$ cat config.mk
export PLATFORM = sky130hd
export DESIGN_NAME = vpg_mode_sequencer
export DESIGN_NICKNAME = d
export VERILOG_FILES = /design/src/rtl/vpg_mode_sequencer.sv
export SDC_FILE = /design/constraint.sdc
export NUM_CORES = 1
export LEC_CHECK = 0
export ABC_AREA = 1
export CORE_MARGIN = 5
export CORE_UTILIZATION = 40
export CTS_BUF_LIST = sky130_fd_sc_hd__clkbuf_4 sky130_fd_sc_hd__clkbuf_8
export CTS_CLUSTER_DIAMETER = 80
export DETAILED_ROUTE_END_ITERATION = 10
export DONT_BUFFER_PORTS = 1
export PLACE_DENSITY = 0.59
export SYNTH_ARGS = -nofsm -noshare
export SYNTH_HDL_FRONTEND = slang
export SYNTH_SLANG_ARGS = --single-unit
$ cat constraint.sdc
create_clock -name clk -period 2 [get_ports clk]
set_input_delay 0.4 -clock clk [delete_from_list [all_inputs] [get_ports clk]]
set_output_delay 0.4 -clock clk [all_outputs]
set_load 0.005 [all_outputs]
$ cat src/rtl/vpg_mode_sequencer.sv
// rtl/vpg_mode_sequencer.sv - vsync-aligned run-time video mode switcher for the VGA timing generator
module vpg_mode_sequencer #(
    parameter int NUM_MODES     = 4,
    parameter int DEFAULT_MODE  = 0,
    parameter int SETTLE_CYCLES = 16,
    parameter int VS_TIMEOUT    = 2000000
) (
    input  logic        clk,
    input  logic        reset,
    input  logic        mode_req,
    input  logic [1:0]  mode_sel,
    output logic        mode_ack,
    output logic        mode_err,
    output logic        busy,
    output logic [1:0]  cur_mode,
    input  logic        vga_vs_in,
    output logic        gen_reset_n,
    output logic [11:0] h_total,
    output logic [11:0] h_sync,
    output logic [11:0] h_start,
    output logic [11:0] h_end,
    output logic [11:0] v_total,
    output logic [11:0] v_sync,
    output logic [11:0] v_start,
    output logic [11:0] v_end,
    output logic [11:0] v_active_14,
    output logic [11:0] v_active_24,
    output logic [11:0] v_active_34
);

    localparam int          SW          = (SETTLE_CYCLES > 1) ? $clog2(SETTLE_CYCLES) : 1;
    localparam logic [SW-1:0] SETTLE_LAST = SW'(SETTLE_CYCLES - 1);
    localparam logic [23:0] TO_LAST     = 24'(VS_TIMEOUT - 1);
    localparam logic [2:0]  NM          = 3'(NUM_MODES);
    localparam logic [1:0]  DEF_M       = 2'(DEFAULT_MODE);

    typedef enum logic [2:0] {
        S_BOOT_HOLD, S_IDLE, S_WAIT_VS, S_HOLD, S_LOAD, S_DONE
    } state_t;

    typedef struct packed {
        logic [11:0] ht, hs, hst, he, vt, vs, vst, ve, q1, q2, q3;
    } params_t;

    function automatic params_t mode_params(input logic [1:0] m);
        params_t     p;
        logic [11:0] h;
        case (m)
            2'd0:    begin p.ht = 12'd799;  p.hs = 12'd95;  p.hst = 12'd141; p.he = 12'd781;
                           p.vt = 12'd524;  p.vs = 12'd1;   p.vst = 12'd34;  p.ve = 12'd514;  end
            2'd1:    begin p.ht = 12'd1055; p.hs = 12'd127; p.hst = 12'd212; p.he = 12'd1012;
                           p.vt = 12'd627;  p.vs = 12'd3;   p.vst = 12'd26;  p.ve = 12'd626;  end
            2'd2:    begin p.ht = 12'd1343; p.hs = 12'd135; p.hst = 12'd293; p.he = 12'd1317;
                           p.vt = 12'd805;  p.vs = 12'd5;   p.vst = 12'd34;  p.ve = 12'd802;  end
            default: begin p.ht = 12'd1687; p.hs = 12'd111; p.hst = 12'd357; p.he = 12'd1637;
                           p.vt = 12'd1065; p.vs = 12'd2;   p.vst = 12'd40;  p.ve = 12'd1064; end
        endcase
        // Quarter/half/three-quarter active-line markers
        h    = p.ve - p.vst;
        p.q1 = p.vst + (h >> 2);
        p.q2 = p.vst + (h >> 1);
        p.q3 = p.vst + (h >> 2) + (h >> 1);
        return p;
    endfunction

    state_t      state_q;
    params_t     params_q;
    logic [1:0]  cur_q, tgt_q;
    logic [SW-1:0] settle_q;
    logic [23:0] to_q;
    logic        vs_prev_q, gen_rst_n_q, busy_q, ack_q, err_q;
    logic        vs_fall;

    assign vs_fall = vs_prev_q & ~vga_vs_in;

    always_ff @(posedge clk) begin
        if (reset) begin
            state_q     <= S_BOOT_HOLD;
            params_q    <= mode_params(DEF_M);
            cur_q       <= DEF_M;
            tgt_q       <= DEF_M;
            settle_q    <= '0;
            to_q        <= '0;
            vs_prev_q   <= 1'b1;
            gen_rst_n_q <= 1'b0;
            busy_q      <= 1'b1;
            ack_q       <= 1'b0;
            err_q       <= 1'b0;
        end else begin
            vs_prev_q <= vga_vs_in;
            ack_q     <= 1'b0;
            err_q     <= 1'b0;
            case (state_q)
                S_BOOT_HOLD: begin
                    if (settle_q == SETTLE_LAST) begin
                        settle_q    <= '0;
                        state_q     <= S_IDLE;
                        gen_rst_n_q <= 1'b1;
                        busy_q      <= 1'b0;
                    end else begin
                        settle_q <= settle_q + 1'b1;
                    end
                end
                S_IDLE: begin
                    if (mode_req) begin
                        tgt_q <= mode_sel;
                        if ({1'b0, mode_sel} >= NM) begin
                            err_q <= 1'b1;
                        end else if (mode_sel == cur_q) begin
                            ack_q <= 1'b1;
                        end else begin
                            state_q <= S_WAIT_VS;
                            busy_q  <= 1'b1;
                            to_q    <= '0;
                        end
                    end
                end
                S_WAIT_VS: begin
                    // Timeout keeps a stalled or disconnected generator from wedging the switch
                    if (vs_fall || to_q == TO_LAST) begin
                        state_q     <= S_HOLD;
                        gen_rst_n_q <= 1'b0;
                        settle_q    <= '0;
                    end else begin
                        to_q <= to_q + 1'b1;
                    end
                end
                S_HOLD: begin
                    if (settle_q == SETTLE_LAST) begin
                        settle_q <= '0;
                        state_q  <= S_LOAD;
                    end else begin
                        settle_q <= settle_q + 1'b1;
                    end
                end
                S_LOAD: begin
                    params_q    <= mode_params(tgt_q);
                    cur_q       <= tgt_q;
                    state_q     <= S_DONE;
                    gen_rst_n_q <= 1'b1;
                    ack_q       <= 1'b1;
                    busy_q      <= 1'b0;
                end
                S_DONE:  state_q <= S_IDLE;
                default: state_q <= S_BOOT_HOLD;
            endcase
        end
    end

    assign mode_ack    = ack_q;
    assign mode_err    = err_q;
    assign busy        = busy_q;
    assign cur_mode    = cur_q;
    assign gen_reset_n = gen_rst_n_q;
    assign h_total     = params_q.ht;
    assign h_sync      = params_q.hs;
    assign h_start     = params_q.hst;
    assign h_end       = params_q.he;
    assign v_total     = params_q.vt;
    assign v_sync      = params_q.vs;
    assign v_start     = params_q.vst;
    assign v_end       = params_q.ve;
    assign v_active_14 = params_q.q1;
    assign v_active_24 = params_q.q2;
    assign v_active_34 = params_q.q3;

endmodule

* Word-level counts from Yosys, hierarchy flattened
Index checks and enable logic that the tools add are counted.
Operators by class: reductions and logical operators 14, bitwise logic cells 2, add/subtract/negate cells 6, muxes and demuxes 26, equality and inequality tests 16
Operators with widths (count):
- one-hot mux 95 bit (3 select lines) | 1
- 2-to-1 mux 96 bit | 2
- 2-to-1 mux 24 bit | 3
- one-hot mux 24 bit (2 select lines) | 1
- adder 12 x 11 -> 12 bit | 2
- adder 24 x 1 -> 24 bit (second input constant) | 1
- == test 24 x 21 -> 1 bit (second input constant) | 1
- one-hot mux 3 bit (6 select lines) | 1
- 2-to-1 mux 3 bit | 5
- adder 12 x 10 -> 12 bit | 1
- != test 2 bit (second input constant) | 6
- subtractor 12 bit | 1
- 2-to-1 mux 4 bit | 2
- one-hot mux 4 bit (2 select lines) | 1
- AND reduction 4 bit | 2
- 2-to-1 mux 1 bit | 7
- == test 3 x 2 -> 1 bit (second input constant) | 2
- == test 3 bit (second input constant) | 2
- one-hot mux 1 bit (3 select lines) | 2
- nonzero test 3 bit | 2
- AND reduction 5 bit | 1
- adder 4 x 1 -> 4 bit (second input constant) | 1
- == test 4 bit (second input constant) | 1
- AND reduction 2 bit | 2
- 13 further kinds | 14
Storage, ports and cells: logic and storage cells 84, register bits 171, output and inout bits 138, bits of input ports 6

* Longest topological paths before layout
Gate-level depths: netlist of run 1.
word-level depth 7, depth in mapped cells 12, mapped depth without buffers 11

* Worst setup path before layout of run 1
Ideal clock, no wire load.
path type flip-flop to flip-flop, start register tgt_q[0], end register params_q, in the netlist v_active_34[10], period minus slack after synthesis 1488 ps, cell stages (with the launch flop) 8, required time 1930 ps, arrival time 1418 ps, path slack 512 ps, buffers on the path 0, setup time 70 ps, path through dfxtp_1 inv_1 ha_1 inv_1 ha_1 nor4_1 o21ai_0 a21oi_1
Between the ends: longest elaborated chain between the ends 7, elaborated cells on any way between the ends 9, those cells by class add/sub (3); eq/ne (2); mux (3); reduce/logical (1)
Ends and longest elaborated chain:
- start, declared | line 68 | logic [1:0] cur_q, tgt_q;
- start signal, assigned | line 106 | tgt_q <= mode_sel;
- == test 2 bit, or another cell as far along | line 48 | case (m)
- one-hot mux 95 bit (3 select lines) (*) | line 48
- 2-to-1 mux 96 bit (*) | line 93 | case (state_q)
- 2-to-1 mux 96 bit (*) | line 77 | if (reset) begin
- subtractor 12 bit | line 59 | h = p.ve - p.vst;
- adder 12 x 10 -> 12 bit | line 62 | p.q3 = p.vst + (h >> 2) + (h >> 1);
- adder 12 x 11 -> 12 bit (*) | line 62
- end signal, assigned | line 79 | params_q <= mode_params(DEF_M);
- end signal, assigned | line 137 | params_q <= mode_params(tgt_q);
- end, declared | line 67 | params_t params_q;
Mark *: on every way between the ends. The rest lies on a longest branch, timed or not. The select of a mux whose other input is x is not followed. A chain may end at the register's enable or synchronous reset.

* Worst setup path after layout of run 1
start register to_q[1], end register to_q[22]
Between the ends: longest elaborated chain between the ends 4, elaborated cells on any way between the ends 7, those cells by class add/sub (1); eq/ne (2); mux (2); reduce/logical (2)
Ends and longest elaborated chain:
- start, declared | line 70 | logic [23:0] to_q;
- start signal, assigned | line 125 | to_q <= to_q + 1'b1;
- parallel branches: the longest is 4 deep, another holds adder 24 x 1 -> 24 bit
Parallel ways; which one is timed is not known. The select of a mux whose other input is x is not followed.

==> flow_metrics.py, run 1 <==
metrics = {
    "status": {
        "status": "finished clean",
    },
    "layout": {
        "fillers": 1130,
        "final_design_area_no_fill_um2": 4080,
        "multi_input_area_um2": 2120,
        "num_antenna_cells": 0,
        "regArea_um2": 1340,
        "area_growth_syn_to_layout_pct": -6.72,
        "drive_gt1_share_pct": 9.15,
        "final_nets": 593,
    },
    "drt": {
        "wirelength_mm": 9.08,
        "vias": 3379,
        "ant_nets": 0,
        "wl_per_cell_um": 12.6,
        "detail_route.iter0.violations": 192,
        "viasPerCell": 4.70,
        "drt-pass1-iter-count": 6,
        "drc_errors": 0,
    },
    "global_routing": {
        "antenna_found_initial": 0,
        "grt-ovfl-total": 0,
        "grt_pass1_vias": 3128,
        "groute.usage.overall_pct": 14.1,
        "grt_max_degree": 37,
        "grt_pass1_wl_mm": 15.0,
    },
    "die": {
        "fp.dieH_um": 115,
        "initial_utilization_pct": 40.6,
        "die_width_um": 115,
        "dieArea_um2": 13100,
        "core-area_um2": 10800,
        "std_cell_rows": 38,
        "ios": 144,
    },
    "pwr": {
        "power_leakage_nw": 1.70,
        "finalPower_mw": 3.65,
        "ir_worst_vdd_mv": 0.367,
        "p_per_area_nw_per_um2": 895,
    },
    "clocking": {
        "insertion_delay_ns": 0.36,
        "cts.sinks": 67,
        "cts_buffers": 9,
        "post_cts_resized": 0,
        "cts_buffer_depth": 2,
        "clk_pin_slew_ns": 0.09,
        "cts_tree": "built",
        "post_cts_buffers": 0,
        "hold_buffers": 0,
        "clock-root-buffer": "clkbuf_8",
        "htreeDepth": 3,
    },
    "place": {
        "gp_congestion": 0.827,
        "port_buffers": 0,
        "placed_cell_area_um2": 3910,
        "dpl.hpwl_mm": 6.54,
    },
    "synthesis": {
        "async_flop_share_pct": 0,
        "netlist_instances": 627,
        "ys.warnings.count": 0,
        "avgSynthCellArea_um2": 6.98,
        "yosys_most_used_dff": "dfxtp_1",
        "synth_top_area_cell": "dfxtp_1",
        "synthTopCellsByArea": "dfxtp_1 (31%), buf_4 (18%), nand2_1 (11%), nor2_1 (6.0%), nand3_1 (5.5%)",
        "ys_types": 38,
        "ys_seq_area_share_pct": 30.6,
        "syn_area_um2": 4380,
        "ys_seq_elements": 67,
        "synth_edf_count": 0,
        "netlist.area_leader.share_pct": 30.6,
    },
    "sta": {
        "period_needed_ns": 1.79,
        "finalSetupTns_ns": 0,
        "fmax_mhz": 560,
        "tightest_slew_ns": 0.624,
        "skew_ns": 0.0151,
        "rsz0062_at_grt": "no",
        "hold_viol_final": 0,
        "maxSlewHeadroom_pct": 58.3,
        "finalCritPeriodShare_pct": 89.3,
        "drv_slew": 0,
        "finalSetupViolCount": 0,
    },
    "critical_path": {
        "end_kind": "flip-flop",
        "critPathKind": "reg -> reg",
        "cp-start-kind": "flip-flop",
        "arrival_ns": 2.03,
        "crit_required_ns": 2.24,
        "crit_fanout": 22,
    },
    "worst_hold_path": {
        "min_path_type": "in -> reg",
    },
    "run": {
        "max_cap_violations": 0,
    },
}
==> layout by cell type (no fill, tap or decap), types with 2 or more instances in the layout <==
cell / Yosys / layout
a211oi_1: 2 / 2
a21o_1: 3 / 3
a21oi_1: 41 / 41
buf_4: 107 / 10
clkbuf_8: 0 / 9
clkinv_2: 0 / 2
clkinvlp_4: 0 / 2
conb_1: 2 / 52
dfxtp_1: 67 / 67
ha_1: 13 / 13
inv_1: 47 / 47
inv_2: 5 / 5
inv_6: 0 / 2
nand2_1: 123 / 123
nand2_2: 7 / 7
nand2_4: 2 / 2
nand3_1: 48 / 48
nand3_2: 2 / 2
nand4_1: 6 / 6
nor2_1: 70 / 70
nor2_2: 4 / 4
nor2_4: 4 / 4
nor3_1: 7 / 7
o21ai_0: 28 / 28
xnor2_1: 3 / 3
xor2_1: 7 / 7
==> cells in the mapped netlist (2+ instances only) <==
cell,number
nand2_4,2
nand2_1,123
buf_6,4
dfxtp_1,67
nor2_1,70
buf_4,107
o21ai_0,28
nand2_2,7
a211oi_1,2
xnor2_1,3
nor3_1,7
nand3_2,2
conb_1,2
ha_1,13
nand3_1,48
xor2_1,7
nand4_1,6
nor2_2,4
nor2_4,4
a21o_1,3
clkbuf_1,7
inv_1,47
a21oi_1,41
inv_2,5
buf_2,5
==> final cells by class <==
cell class              count  area share [%]
clock buffers               9            3.03
clock inverters             7            1.26
inverters                  53            4.87
multi-input cells         433            51.9
flip-flops and latches     67            32.9
well taps                 140            4.29
repair buffers             10            1.84
==> through the flow <==
stage,hold slack (ns),util (%),setup slack [ns],cells
floorplan,0.451,-,0.512,677
global placement,0.465,36.2,0.264,703
detailed placement,0.471,36.2,0.240,703
CTS,0.0780,37.8,0.218,719
global route,0.0671,37.8,0.0406,719
finish,0.0997,37.8,0.214,719
==> layer usage <==
metal / vias to the layer above / wire length, um / track usage [%] / part of all wire (%)
met5: - / 0 / 0 / 0
met4: 0 / 158 / 5.15 / 1.7
met3: 14 / 544 / 3.70 / 6.0
met2: 93 / 4260 / 22.9 / 47
met1: 1550 / 4120 / 17.9 / 45
li1: 1722 / - / - / -
==> final timing paths <==
check                      start              to  slack [ns]  cells after the start
setup / recovery         to_q[1]        to_q[22]        0.21                     10
hold / removal             reset     settle_q[2]         0.1                      1
setup reg to reg         to_q[1]        to_q[22]        0.21                     10
hold reg to reg   v_active_24[7]  v_active_24[7]        0.48                      2
==> flip-flops by register name (all words and copies together) (netlist names), 3 cells and up <==
name         count
settle_q         4
state_q          3
to_q            24
v_active_14      9
v_active_24      8
v_active_34      6
==> report_power, final <==
group          internal [mW]  total (mW)  switching, mW
registers               1.42        1.51         0.0956
clock network          0.456        1.05          0.594
logic                  0.343        1.09          0.747
total                   2.22        3.65           1.44
==> logic make-up (layout without fill, tap and decap cells) <==
group           after synthesis  after routing  synth area share (%)
flops                        67             67                  30.6
other cells                   2             52                 0.172
simple gates                280            280                  28.8
compound gates               78             78                  9.43
buf+inv                     177             79                  25.3
xor+xnor                     10             10                  2.00
fa+ha+maj                    13             13                  3.72
==> critical path, cell delays in order (launching register included) <==
cell     delay [ns]
dfxtp_1        0.40
ha_1           0.23
nand3_1        0.11
nor2_1         0.13
nand3_1        0.15
nand2_1        0.11
nand2_2        0.09
nand2_4        0.23
nor2_1         0.11
nand2_1        0.08
nand2_1        0.05
(Power assumes the default switching activity.)
==> inputs of run 2 (changes only) <==
==> constraint.sdc (replaced) <==
create_clock -name clk -period 2 [get_ports clk]
set_input_delay 0.4 -clock clk [delete_from_list [all_inputs] [get_ports clk]]
set_output_delay 0.4 -clock clk [all_outputs]
set_load 0.05 [all_outputs]
==> run 2 against run 1 <==
  * Combinational power increased by 20%
  * Global-route usage fell by 0.15 points
  * First-iteration DRC count is 24% higher
  * Final cell count increased by 2.4%
  * Setup slack better by 0.047 ns
  * Clock skew down 0.0015 ns
  * Largest cell class unchanged
  * Highest routed layer unchanged
==> flow_metrics.py, run 2 (synthesized netlist as in run 1, its figures left out) <==
metrics = {
    "drt": {
        "viasPerCell": 4.63,
        "wirelength_mm": 8.99,
        "drt-pass1-iter-count": 4,
        "vias": 3408,
        "drc_errors": 0,
        "ant_nets": 0,
        "detail_route.iter0.violations": 239,
        "wl_per_cell_um": 12.2,
    },
    "critical_path": {
        "slowest_stage": "dfxtp_4",
        "critPathKind": "reg -> out",
        "crit_fanout": 7,
        "crit_required_ns": 1.60,
        "cp.depth": 1,
        "cp-start-kind": "flip-flop",
        "cp_slowest_stage_delay_ns": 0.56,
        "end_kind": "output pin",
        "cp_cell_sequence": "buf_12",
        "path_delay_family": "flip-flops",
        "r2r_setup_slack_ns": 0.29,
        "arrival_ns": 1.34,
        "cp_num_buf_inv": 1,
        "reg2reg_depth": 9,
    },
    "pwr": {
        "p_int_mw": 2.37,
        "p_per_area_nw_per_um2": 927,
        "ir_worst_vdd_mv": 0.324,
        "p_clk_share_pct": 28.6,
        "p_sw_share_pct": 41.3,
        "p_seq_share_pct": 38.8,
        "finalPower_mw": 4.03,
        "power_leakage_nw": 1.83,
        "p_sw_mw": 1.66,
        "power_frac_comb_pct": 32.6,
    },
    "clocking": {
        "clock-root-buffer": "clkbuf_8",
        "hold_buffers": 0,
        "cts_buffers": 9,
        "cts.sinks": 67,
        "clk_pin_slew_ns": 0.08,
        "post_cts_resized": 0,
        "htreeDepth": 3,
        "insertion_delay_ns": 0.36,
        "cts_buffer_depth": 2,
        "cts_tree": "built",
        "post_cts_buffers": 0,
    },
    "sta": {
        "finalCritPeriodShare_pct": 87.0,
        "tightest_slew_ns": 0.555,
        "finalSetupTns_ns": 0,
        "rsz0062_at_grt": "no",
        "hold_viol_final": 0,
        "skew_ns": 0.0137,
        "maxSlewHeadroom_pct": 63.0,
        "period_needed_ns": 1.74,
        "fmax_mhz": 575,
        "drv_slew": 0,
        "finalWorstSetupSlack_ns": 0.261,
        "finalSetupViolCount": 0,
    },
    "die": {
        "std_cell_rows": 38,
        "dieArea_um2": 13100,
        "core-area_um2": 10800,
        "initial_utilization_pct": 40.6,
        "die_width_um": 115,
        "ios": 144,
        "fp.dieH_um": 115,
    },
    "worst_hold_path": {
        "hold_depth": 1,
        "min_path_type": "in -> reg",
    },
    "layout": {
        "fillers": 1136,
        "regArea_um2": 1360,
        "layout_common_cells": "nand2_1 (123), nor2_1 (70), dfxtp_1 (59)",
        "largest_reg_flops": 24,
        "drive_gt1_share_pct": 13.1,
        "layout_commonest_cell": "nand2_1",
        "top_register": "to_q",
        "final_nets": 610,
        "num_antenna_cells": 0,
        "multi_input_area_um2": 2120,
        "area_growth_syn_to_layout_pct": -0.715,
        "stdcell_count": 736,
    },
    "run": {
        "max_cap_violations": 0,
    },
    "status": {
        "status": "finished clean",
    },
    "global_routing": {
        "antenna_found_initial": 0,
        "grt_pass1_wl_mm": 14.7,
        "grt_pass1_vias": 3116,
        "groute.usage.overall_pct": 13.9,
        "grt_max_degree": 37,
        "grt-ovfl-total": 0,
    },
    "place": {
        "gp_congestion": 0.830,
        "post-place-ws_ns": 0.286,
        "port_buffers": 0,
        "dpl.hpwl_mm": 6.64,
        "dp_cells": 720,
    },
}
run 2: metrics by stage:
step | area (um^2) | util [%] | hold WS [ns]
after CTS | 4350 | 40.3 | 0.0790
final | 4350 | 40.3 | 0.0966
after floorplan | 4560 | - | 0.458
after global placement | 4150 | 38.5 | 0.464
after detailed placement | 4150 | 38.5 | 0.468
after global routing | 4350 | 40.3 | 0.0722
run 2: per-layer routing:
layer,share of wire [%],track usage [%]
met3,6.9,4.33
met1,44,16.8
met5,0,0
met4,1.6,5.62
met2,47,23.1
run 2: cell type report:
type                    instances  share of cell area, %
multi-input cells             433                   48.7
repair buffers                 27                   6.85
clock buffers                  11                   3.20
well taps                     140                   4.03
clock inverters                 5                   1.30
inverters                      53                   4.58
flip-flops and latches         67                   31.3
run 2: path summary, 6_finish.rpt:
path | startpoint | endpoint
max | v_active_14[7] | h_total[3]
min | reset | v_active_34[9]
max reg2reg | to_q[1] | to_q[2]
min reg2reg | v_active_34[9] | v_active_34[9]
run 2: power by group through the flow:
stage	registers [mW]	clock network [mW]	logic [mW]
after detailed placement	1.60	0	1.32
after floorplan	1.59	0	1.25
after global placement	1.59	0	1.29
final	1.56	1.15	1.31
after CTS	1.56	1.19	1.32
after global routing	1.58	1.24	1.48
